**src/rtl/branch_pkg.sv**
```systemverilog
// Shared types for the branch controller: operation codes, FSM states and flag bit positions.
package branch_pkg;

    typedef enum logic [2:0] {
        OpJmp  = 3'd0,
        OpBr   = 3'd1,
        OpBz   = 3'd2,
        OpBnz  = 3'd3,
        OpBn   = 3'd4,
        OpBc   = 3'd5,
        OpCall = 3'd6,
        OpRet  = 3'd7
    } op_e;

    typedef enum logic [1:0] {
        StIdle  = 2'd0,
        StIssue = 2'd1,
        StFlush = 2'd2
    } state_e;

    localparam int unsigned FlagN = 2;
    localparam int unsigned FlagZ = 1;
    localparam int unsigned FlagC = 0;

    // Absolute transfers load the PC; every other op adds an offset.
    function automatic logic is_load(op_e op);
        return (op == OpJmp) || (op == OpCall) || (op == OpRet);
    endfunction

endpackage

```
**src/rtl/return_stack.sv**
```systemverilog
// Small LIFO of return addresses with a combinational top-of-stack read.
module return_stack #(
    parameter int unsigned DEPTH = 4,
    parameter int unsigned WIDTH = 16
) (
    input  logic             clk,
    input  logic             rst_n,
    input  logic             push,
    input  logic             pop,
    input  logic [WIDTH-1:0] push_data,
    output logic [WIDTH-1:0] top,
    output logic             full,
    output logic             empty
);

    localparam int unsigned CntW = $clog2(DEPTH + 1);
    localparam int unsigned IdxW = (DEPTH > 1) ? $clog2(DEPTH) : 1;

    logic [CntW-1:0]  count_q;
    logic [WIDTH-1:0] mem_q [DEPTH];
    logic [IdxW-1:0]  wr_idx;
    logic [IdxW-1:0]  top_idx;

    assign full    = (count_q == CntW'(DEPTH));
    assign empty   = (count_q == '0);
    assign wr_idx  = IdxW'(count_q);
    assign top_idx = IdxW'(count_q - CntW'(1));
    assign top     = empty ? '0 : mem_q[top_idx];

    always_ff @(posedge clk or negedge rst_n) begin
        if (!rst_n) begin
            count_q <= '0;
            for (int i = 0; i < int'(DEPTH); i++) begin
                mem_q[i] <= '0;
            end
        end else if (push && !full) begin
            mem_q[wr_idx] <= push_data;
            count_q       <= count_q + CntW'(1);
        end else if (pop && !empty) begin
            count_q <= count_q - CntW'(1);
        end
    end

endmodule

```
**src/rtl/branch_control.sv**
```systemverilog
// Resolves execute-stage control-flow requests into registered PC load/offset strobes,
// with a return-address stack for CALL/RET and a post-transfer pipeline flush.
module branch_control
    import branch_pkg::*;
#(
    parameter int unsigned STACK_DEPTH  = 4,
    parameter int unsigned FLUSH_CYCLES = 2
) (
    input  logic        clk,
    input  logic        rst_n,
    input  logic        req_valid,
    output logic        req_ready,
    input  logic [2:0]  req_op,
    input  logic [15:0] req_target,
    input  logic [8:0]  req_offset,
    input  logic [2:0]  flags,
    input  logic [15:0] pc_value,
    output logic        load_enable,
    output logic [15:0] load_value,
    output logic        offset_enable,
    output logic [8:0]  offset,
    output logic        resolved,
    output logic        taken,
    output logic        flush,
    output logic        stack_overflow,
    output logic        stack_underflow
);

    localparam int unsigned CntW = (FLUSH_CYCLES > 1) ? $clog2(FLUSH_CYCLES) : 1;

    state_e          state_q;
    op_e             op_q;
    op_e             op_in;
    logic [15:0]     ret_addr_q;
    logic [CntW-1:0] cnt_q;
    logic            take;
    logic            stk_push;
    logic            stk_pop;
    logic [15:0]     stk_top;
    logic            stk_full;
    logic            stk_empty;

    assign op_in = op_e'(req_op);

    // Condition is evaluated on accept; the stack cannot change until ISSUE ends.
    always_comb begin
        take = 1'b0;
        case (op_in)
            OpJmp:   take = 1'b1;
            OpBr:    take = 1'b1;
            OpBz:    take = flags[FlagZ];
            OpBnz:   take = !flags[FlagZ];
            OpBn:    take = flags[FlagN];
            OpBc:    take = flags[FlagC];
            OpCall:  take = !stk_full;
            OpRet:   take = !stk_empty;
            default: take = 1'b0;
        endcase
    end

    assign stk_push = (state_q == StIssue) && (op_q == OpCall) && taken;
    assign stk_pop  = (state_q == StIssue) && (op_q == OpRet) && taken;

    return_stack #(
        .DEPTH (STACK_DEPTH),
        .WIDTH (16)
    ) u_return_stack (
        .clk       (clk),
        .rst_n     (rst_n),
        .push      (stk_push),
        .pop       (stk_pop),
        .push_data (ret_addr_q),
        .top       (stk_top),
        .full      (stk_full),
        .empty     (stk_empty)
    );

    always_ff @(posedge clk or negedge rst_n) begin
        if (!rst_n) begin
            state_q         <= StIdle;
            op_q            <= OpJmp;
            ret_addr_q      <= '0;
            cnt_q           <= '0;
            req_ready       <= 1'b0;
            load_enable     <= 1'b0;
            load_value      <= '0;
            offset_enable   <= 1'b0;
            offset          <= '0;
            resolved        <= 1'b0;
            taken           <= 1'b0;
            flush           <= 1'b0;
            stack_overflow  <= 1'b0;
            stack_underflow <= 1'b0;
        end else begin
            case (state_q)
                StIdle: begin
                    req_ready <= 1'b1;
                    if (req_valid && req_ready) begin
                        req_ready  <= 1'b0;
                        state_q    <= StIssue;
                        op_q       <= op_in;
                        ret_addr_q <= pc_value + 16'd1;
                        resolved   <= 1'b1;
                        taken      <= take;
                        if (take && is_load(op_in)) begin
                            load_enable <= 1'b1;
                            load_value  <= (op_in == OpRet) ? stk_top : req_target;
                        end else if (take) begin
                            offset_enable <= 1'b1;
                            offset        <= req_offset;
                        end
                    end
                end
                StIssue: begin
                    load_enable   <= 1'b0;
                    load_value    <= '0;
                    offset_enable <= 1'b0;
                    offset        <= '0;
                    resolved      <= 1'b0;
                    taken         <= 1'b0;
                    if (op_q == OpCall && !taken) stack_overflow <= 1'b1;
                    if (op_q == OpRet && !taken) stack_underflow <= 1'b1;
                    if (taken && FLUSH_CYCLES > 0) begin
                        state_q <= StFlush;
                        flush   <= 1'b1;
                        cnt_q   <= CntW'(FLUSH_CYCLES - 1);
                    end else begin
                        state_q   <= StIdle;
                        req_ready <= 1'b1;
                    end
                end
                StFlush: begin
                    if (cnt_q == '0) begin
                        flush     <= 1'b0;
                        state_q   <= StIdle;
                        req_ready <= 1'b1;
                    end else begin
                        cnt_q <= cnt_q - CntW'(1);
                    end
                end
                default: state_q <= StIdle;
            endcase
        end
    end

endmodule
```
**config.mk**
```make
export PLATFORM = sky130hd
export DESIGN_NAME = branch_control
export DESIGN_NICKNAME = d
export VERILOG_FILES = /design/src/rtl/branch_pkg.sv /design/src/rtl/return_stack.sv /design/src/rtl/branch_control.sv
export SDC_FILE = /design/constraint.sdc
export NUM_CORES = 1
export LEC_CHECK = 0
export ABC_AREA = 1
export ABC_CLOCK_PERIOD_IN_PS = 2900
export CORE_MARGIN = 2
export CORE_UTILIZATION = 55
export CTS_BUF_LIST = sky130_fd_sc_hd__clkbuf_2 sky130_fd_sc_hd__clkbuf_4 sky130_fd_sc_hd__clkbuf_8
export DETAILED_ROUTE_END_ITERATION = 12
export GPL_ROUTABILITY_DRIVEN = 0
export PLACE_DENSITY = 0.8
export REMOVE_ABC_BUFFERS = 1
export SLEW_MARGIN = 20
export SYNTH_ARGS = -nofsm -noshare
export SYNTH_HDL_FRONTEND = slang
export SYNTH_SLANG_ARGS = --single-unit
```
**constraint.sdc**
```tcl
create_clock -name clk -period 2.9 [get_ports clk]
set_input_delay 0.58 -clock clk [delete_from_list [all_inputs] [get_ports clk]]
set_output_delay 0.58 -clock clk [all_outputs]
set_load 0.005 [all_outputs]
```
Word-level counts from Yosys, hierarchy flattened
Cells that the tools add are included.
- input port bits: 50
- word-level logic and storage cells: 124
- output and inout bits: 33
- flip-flop bits (word level): 122
- reductions and logical operators: 35
- $add $sub $neg: 4
- equality and inequality tests: 19
- muxes and demuxes: 42
- order comparisons: 3
- bitwise operators: 2
- operators with widths (operator ; count):
    two-way mux 16 bit ; 7
    bitwise mux 64 bit ; 1
    binary-select mux 16 bit (select 2 bit) ; 1
    demux 16 bit (select 2 bit) ; 1
    case mux 16 bit (2 select lines) ; 1
    two-way mux 9 bit ; 3
    == test 3 bit, second input constant ; 7
    case mux 9 bit (2 select lines) ; 1
    adder 16 x 1 -> 16 bit, second input constant ; 1
    != test 2 bit, second input constant ; 7
    two-way mux 1 bit ; 13
    case mux 1 bit (2 select lines) ; 6
    AND reduction 2 bit ; 6
    logical AND 1 bit ; 11
    AND reduction 3 bit ; 3
    case mux 1 bit (7 select lines) ; 1
    == test 3 x 2 -> 1 bit, second input constant ; 2
    >= comparator 3 bit, second input constant ; 2
    zero test 3 bit ; 2
    two-way mux 2 bit ; 3
    two-way mux 3 bit ; 2
    inverter 2 -> 3 bit ; 2
    case mux 2 bit (3 select lines) ; 1
    nonzero test 2 bit ; 3
    14 further kinds ; 18

Depth between registers and ports, before layout
- depth after elaboration: 10
- depth in mapped cells: 12
- gate-level depth less buffers: 10

Modules after synthesis
From an unflattened synthesis, not the netlist that was laid out.
- cell total of the unflattened synthesis: 826
- area total of the unflattened synthesis: 6648.9 um^2
- modules (own cells, without submodules) (module ; area an instance (um^2) ; sequential area each (um^2) ; cells an instance ; instances):
    return_stack ; 3659.8 ; 1676.6 ; 435 ; 1
    branch_control ; 2989.1 ; 1376.3 ; 391 ; 1

Worst setup path before layout
Ideal clock, no wire load.
- path type: register -> register
- start point: reg u_return_stack.count_q[0]
- end point: reg load_value[15]
- path buffers: 4
- cell stages (with the launch flop): 13
- arrival time: 1852 ps
- library setup time: 118 ps
- data required time: 2782 ps
- period minus slack after synthesis: 1970 ps
- slack: 930 ps
- cell sequence: dfrtp_1 > buf_2 > inv_1 > buf_2 > ha_1 > buf_2 > clkinv_1 > buf_2 > nand3_1 > nand3_1 > nand2_1 > nand3_1 > nand2_1
- word-level cells in the longest chain between the ends: 10
- elaborated cells on any way between the ends: 18
- classes of those cells: add/sub (1); eq/ne (2); mux (9); bitwise (1); reduce/logical (5)
- RTL lines (element ; line ; RTL):
    start: declaration ; return_stack.sv:19 ; logic [CntW-1:0] count_q;
    start signal: assignment ; return_stack.sv:38 ; count_q <= count_q + CntW'(1);
    start signal: assignment ; return_stack.sv:40 ; count_q <= count_q - CntW'(1);
    subtractor 3 x 1 -> 3 bit ; return_stack.sv:27 ; assign top_idx = IdxW'(count_q - CntW'(1));
    net u_return_stack.top_idx[0] ; return_stack.sv:22 ; logic [IdxW-1:0] top_idx;
    inverter 2 -> 3 bit (implied by the code) ; return_stack.sv:28 ; assign top = empty ? '0 : mem_q[top_idx];
    binary-select mux 16 bit (select 2 bit) ; return_stack.sv:28 ;
    two-way mux 16 bit (implied by the code) (2 in series) ; return_stack.sv:28 ;
    two-way mux 16 bit ; return_stack.sv:28 ;
    two-way mux 16 bit ; branch_control.sv:107 ; load_value <= (op_in == OpRet) ? stk_top : req_target;
    two-way mux 16 bit ; branch_control.sv:105 ; if (take && is_load(op_in)) begin
    two-way mux 16 bit ; branch_control.sv:98 ; if (req_valid && req_ready) begin
    case mux 16 bit (2 select lines) ; branch_control.sv:95 ; case (state_q)
    end signal: assignment ; branch_control.sv:107 ;
    end: declaration ; branch_control.sv:19 ; output logic [15:0] load_value,
The timed path passes the listed nets, and every way through them passes these cells. The select of a mux whose other input is x is not followed.
A chain may end at the register's enable or synchronous reset.

Worst setup path in the final report
- start point: reg state_q[1]
- end point: reg u_return_stack.mem_q[37] (netlist bit)
- word-level cells in the longest chain between the ends: 4
- RTL lines (element ; line ; RTL):
    start: declaration ; branch_control.sv:31 ; state_e state_q;
    start signal: assignment ; branch_control.sv:80 ; state_q <= StIdle;
    start signal: assignment ; branch_control.sv:100 ; state_q <= StIssue;
    start signal: assignment ; branch_control.sv:124 ; state_q <= StFlush;
    == test 2 x 1 -> 1 bit ; branch_control.sv:61 ; assign stk_push = (state_q == StIssue) && (op_q == OpCall) && taken;
    logical AND 1 bit (2 in series) ; branch_control.sv:61 ;
    logical AND 1 bit ; return_stack.sv:36 ; end else if (push && !full) begin
    end signal: indexed assignment ; return_stack.sv:37 ; mem_q[wr_idx] <= push_data;
    end: declaration ; return_stack.sv:20 ; logic [WIDTH-1:0] mem_q [DEPTH];
No other way between the ends.

==> summary.md <==
| Metric | Value |
|---|---|
| Drt pass-1 iters | `5` |
| Reg clk slew, reported paths | `approximately 0.07 ns` |
| Starting density of the core | `0.5568` |
| Unique cell type count in the Yosys netlist | `32` |
| Setup Fix Bufs, Post-CTS | `0` |
| Setup crit start kind | `flip-flop` |
| Crit-path slowest cell | `nor2_4` |
| Hold WC Path Type | `in2async` |
| Gr usage total | `0.2647` |
| Min cycle time layout | `2.397 ns` |
| Synth cell count leaders | `nand2_1, dfrtp_1, nand3_1` |
| Synth area leader | `dfrtp_1` |
| Number of I/O port buffers | `82` |
| CTS tree | `done` |
| Clk_lat worst skew | `0.46 ns` |
| First-pass GRT wire length | `26.52 mm` |
| Root Buffer | `clkbuf_8` |
| Mapped Avg Cell Area | `7.801 µm²` |
| Max-slew violations | `0` |
| Mapped Cells | `808` |
| H-tree level count | `4` |
| Leakage | `slightly below 4 nW` |
| DRC errors left | `0` |
| Max stage delay on crit path | `0.60 ns` |
| Post-DR vias/cell | `5.517` |
| Vias post-DR | `5721` |
| MaxCap Viol Count | `0` |
| Int Pwr | `3.594 mW` |
| PnR worst setup slack | `roughly 0.50 ns` |
| Worst-path fanout max | `52` |
| Primary flip-flop cell chosen by synthesis mapping | `dfrtp_1` |
| Chip height | `111.1 µm` |
| CTS Buf Count | `17` |
| I/O Pins | `83` |
| Reg2reg path depth | `8` |
| Clock power frac | `0.215` |
| Status | `completed` |
| Crit path kind | `reg2reg` |
| Die X | `about 110 µm` |
| Worst Path Required | `between 3 and 4 ns` |
| Vias in the first global route | `5530` |
| P&R area growth vs syn | `19.41%` |
| Register Area | `3053 µm²` |
| Type of destination of the critical path | `flip-flop` |
| Switching Fraction | `0.4090` |
| CTS resizes | `0` |
| Initial DRC count | `649` |
| Gr ovfl total | `0` |
| Part of the power in registers | `0.399` |
| Synthesis Warnings | `0` |
| WP data arrival | `around 2.8 ns` |
| R2R setup slack | `0.50 ns` |
| Reg-to-Reg End | `u_return_stack.mem_q[37]` |
| Top post-synthesis cells by area | `dfrtp_1, nand2_1, nand3_1, o21ai_0, ha_1` |
| Worst R2R Start | `state_q[1]` |
| Placed wire-length estimate | `~10 mm` |
| Core ar. | `11320 µm²` |
| Sink Count | `between 100 and 150` |
| Rel. slew slack | `0.4567` |
| CTS Hold Buffers Added | `0` |
| Ratio of cells with drive above 1 in the final layout | `0.09284` |
| Fin crit share | `0.8267` |
| Number of enable flip-flop cells after synthesis | `0` |
| Final setup fails | `0` |
| Hold Vio Cnt, Final | `0` |
| Layout Skew | `between 0.009 and 0.01 ns` |
| Die area | `roughly 12000 µm²` |
| Ant diodes | `0` |
| Synth Cell Area | `6304 µm²` |
| Post-DR wirelength/cell | `roughly 15 µm` |
| Most frequent CP cell | `nand2_1` |
| Clk buf depth | `2` |
| Number of synthesized register bits | `122` |
| Antenna violations before repair | `0` |
| RSZ-0062 raised after global routing | `false` |
| Largest net degree at the start of global routing | `62` |
| FFs w/ async S/R, synth | `1.000` |
| Crit-path cells | `inv_1 > ha_1 > nand2_2 > inv_2 > nand3_4 > nor2_4 > nand2_1 > nand2_1` |
| Number of nets still failing antenna checks after routing | `0` |
| Pwr dens | `807.8 nW/µm²` |
| Gate power share | `0.386` |
| Seq/Total Area, Yosys | `0.4843` |
| Max IR drop VDD | `542.7 µV` |
| Fmax | `417.1 MHz` |
| Routed wire length | `15.65 mm` |
| Most common cell in the netlist | `nand2_1` |
| Fillers | `967` |
| Yosys top cell area share | `0.4843` |
| Worst Max-Slew Pin Slew | `0.8150 ns` |
| Sw Pwr | `2.487 mW` |
| # rows | `39` |
| Final hold slack | `0.1999 ns` |
| DP Worst Slack | `0.4727 ns` |
| Layout net count | `941` |
| Area of the multi-input gates | `2879 µm²` |
how the worst max path moves through the flow:
stage | start | endpoint
6_report | state_q[1] | u_return_stack.mem_q[37]
5_1_grt | state_q[1] | u_return_stack.mem_q[40]
4_1_cts | state_q[1] | u_return_stack.mem_q[5]
3_5_place_dp | req_op[1] | offset[6]
3_3_place_gp | req_op[1] | offset[6]
2_1_floorplan | u_return_stack.count_q[0] | load_value[10]
critical path: cells and delay by family (launching register included):
| kind | cells | cell delay (ns) |
|---|---|---|
| and+or+nand+nor | 5 | 1.38 |
| DFF | 1 | 0.43 |
| buffers and inverters | 2 | 0.22 |
| adders and majority gates | 1 | 0.30 |
per-layer routing:
layer	global-route usage	vias to the layer above	routed length, µm
li1	-	2765	-
met1	0.3475	2695	6906
met2	0.4270	236	7402
met3	0.06616	25	1063
met4	0.1021	0	274
met5	0	-	0
logic make-up (layout without fill, tap and decap cells):
family / count (synthesis) / after routing / share of synthesized area
buf+inv: 79 / 165 / 0.05895
xor+xnor: 6 / 6 / 0.008337
fa+ha+maj: 10 / 10 / 0.01985
compound gates: 93 / 93 / 0.07880
flops: 122 / 122 / 0.4843
simple gates: 498 / 498 / 0.3497
layout by cell type (no fill, tap or decap), types with 3 or more instances in the layout:
| cell type | n |
|---|---|
| o21ai_0 | 63 |
| buf_4 | 11 |
| nor2_4 | 5 |
| nand2_4 | 3 |
| nand3_1 | 101 |
| nand2_2 | 5 |
| nand4_1 | 12 |
| inv_1 | 29 |
| o21ai_1 | 23 |
| inv_2 | 7 |
| clkdlybuf4s50_1 | 81 |
| nand2_1 | 340 |
| a31o_2 | 3 |
| dfrtp_1 | 122 |
| xor2_1 | 5 |
| nand3_2 | 9 |
| ha_1 | 10 |
| clkbuf_4 | 5 |
| clkbuf_8 | 18 |
| clkinv_2 | 8 |
| nor2_1 | 17 |
flip-flops by register name, summed over array words and instances, names as in the netlist:
register,cells
cnt_q,1
flush,1
load_enable,1
load_value,16
offset,9
offset_enable,1
op_q,3
req_ready,1
resolved,1
ret_addr_q,16
stack_overflow,1
stack_underflow,1
state_q,2
taken,1
u_return_stack.count_q,3
u_return_stack.mem_q,64
power groups by stage:
stage	Combinational, mW	Sequential (mW)	Clock (mW)
final	2.35	2.43	1.31
after global placement	2.28	2.42	0
after detailed placement	2.32	2.45	0
after floorplan	1.25	2.41	0
after CTS	2.33	2.42	1.31
after global routing	2.59	2.48	1.39
through the flow:
step / std cells / total power [mW] / setup TNS, ns / util / instance area (µm²)
after floorplan: 768 / 3.654 / -4.778 / - / 6080
after global placement: 1005 / 4.706 / 0 / 0.6353 / 7192
after detailed placement: 1005 / 4.761 / 0 / 0.6353 / 7192
after CTS: 1037 / 6.059 / 0 / 0.6649 / 7527
after global routing: 1037 / 6.458 / 0 / 0.6649 / 7527
final: 1037 / 6.081 / 0 / 0.6649 / 7527
area by class of cell:
type | instances | area share
multi-input combinational | 607 | 0.3825
clock buffer | 23 | 0.03790
inverter | 39 | 0.01961
clock inverter | 9 | 0.006649
timing repair buffer | 94 | 0.1240
tap | 143 | 0.02377
sequential | 122 | 0.4056
Note: power is estimated with default switching activity, not from simulation.
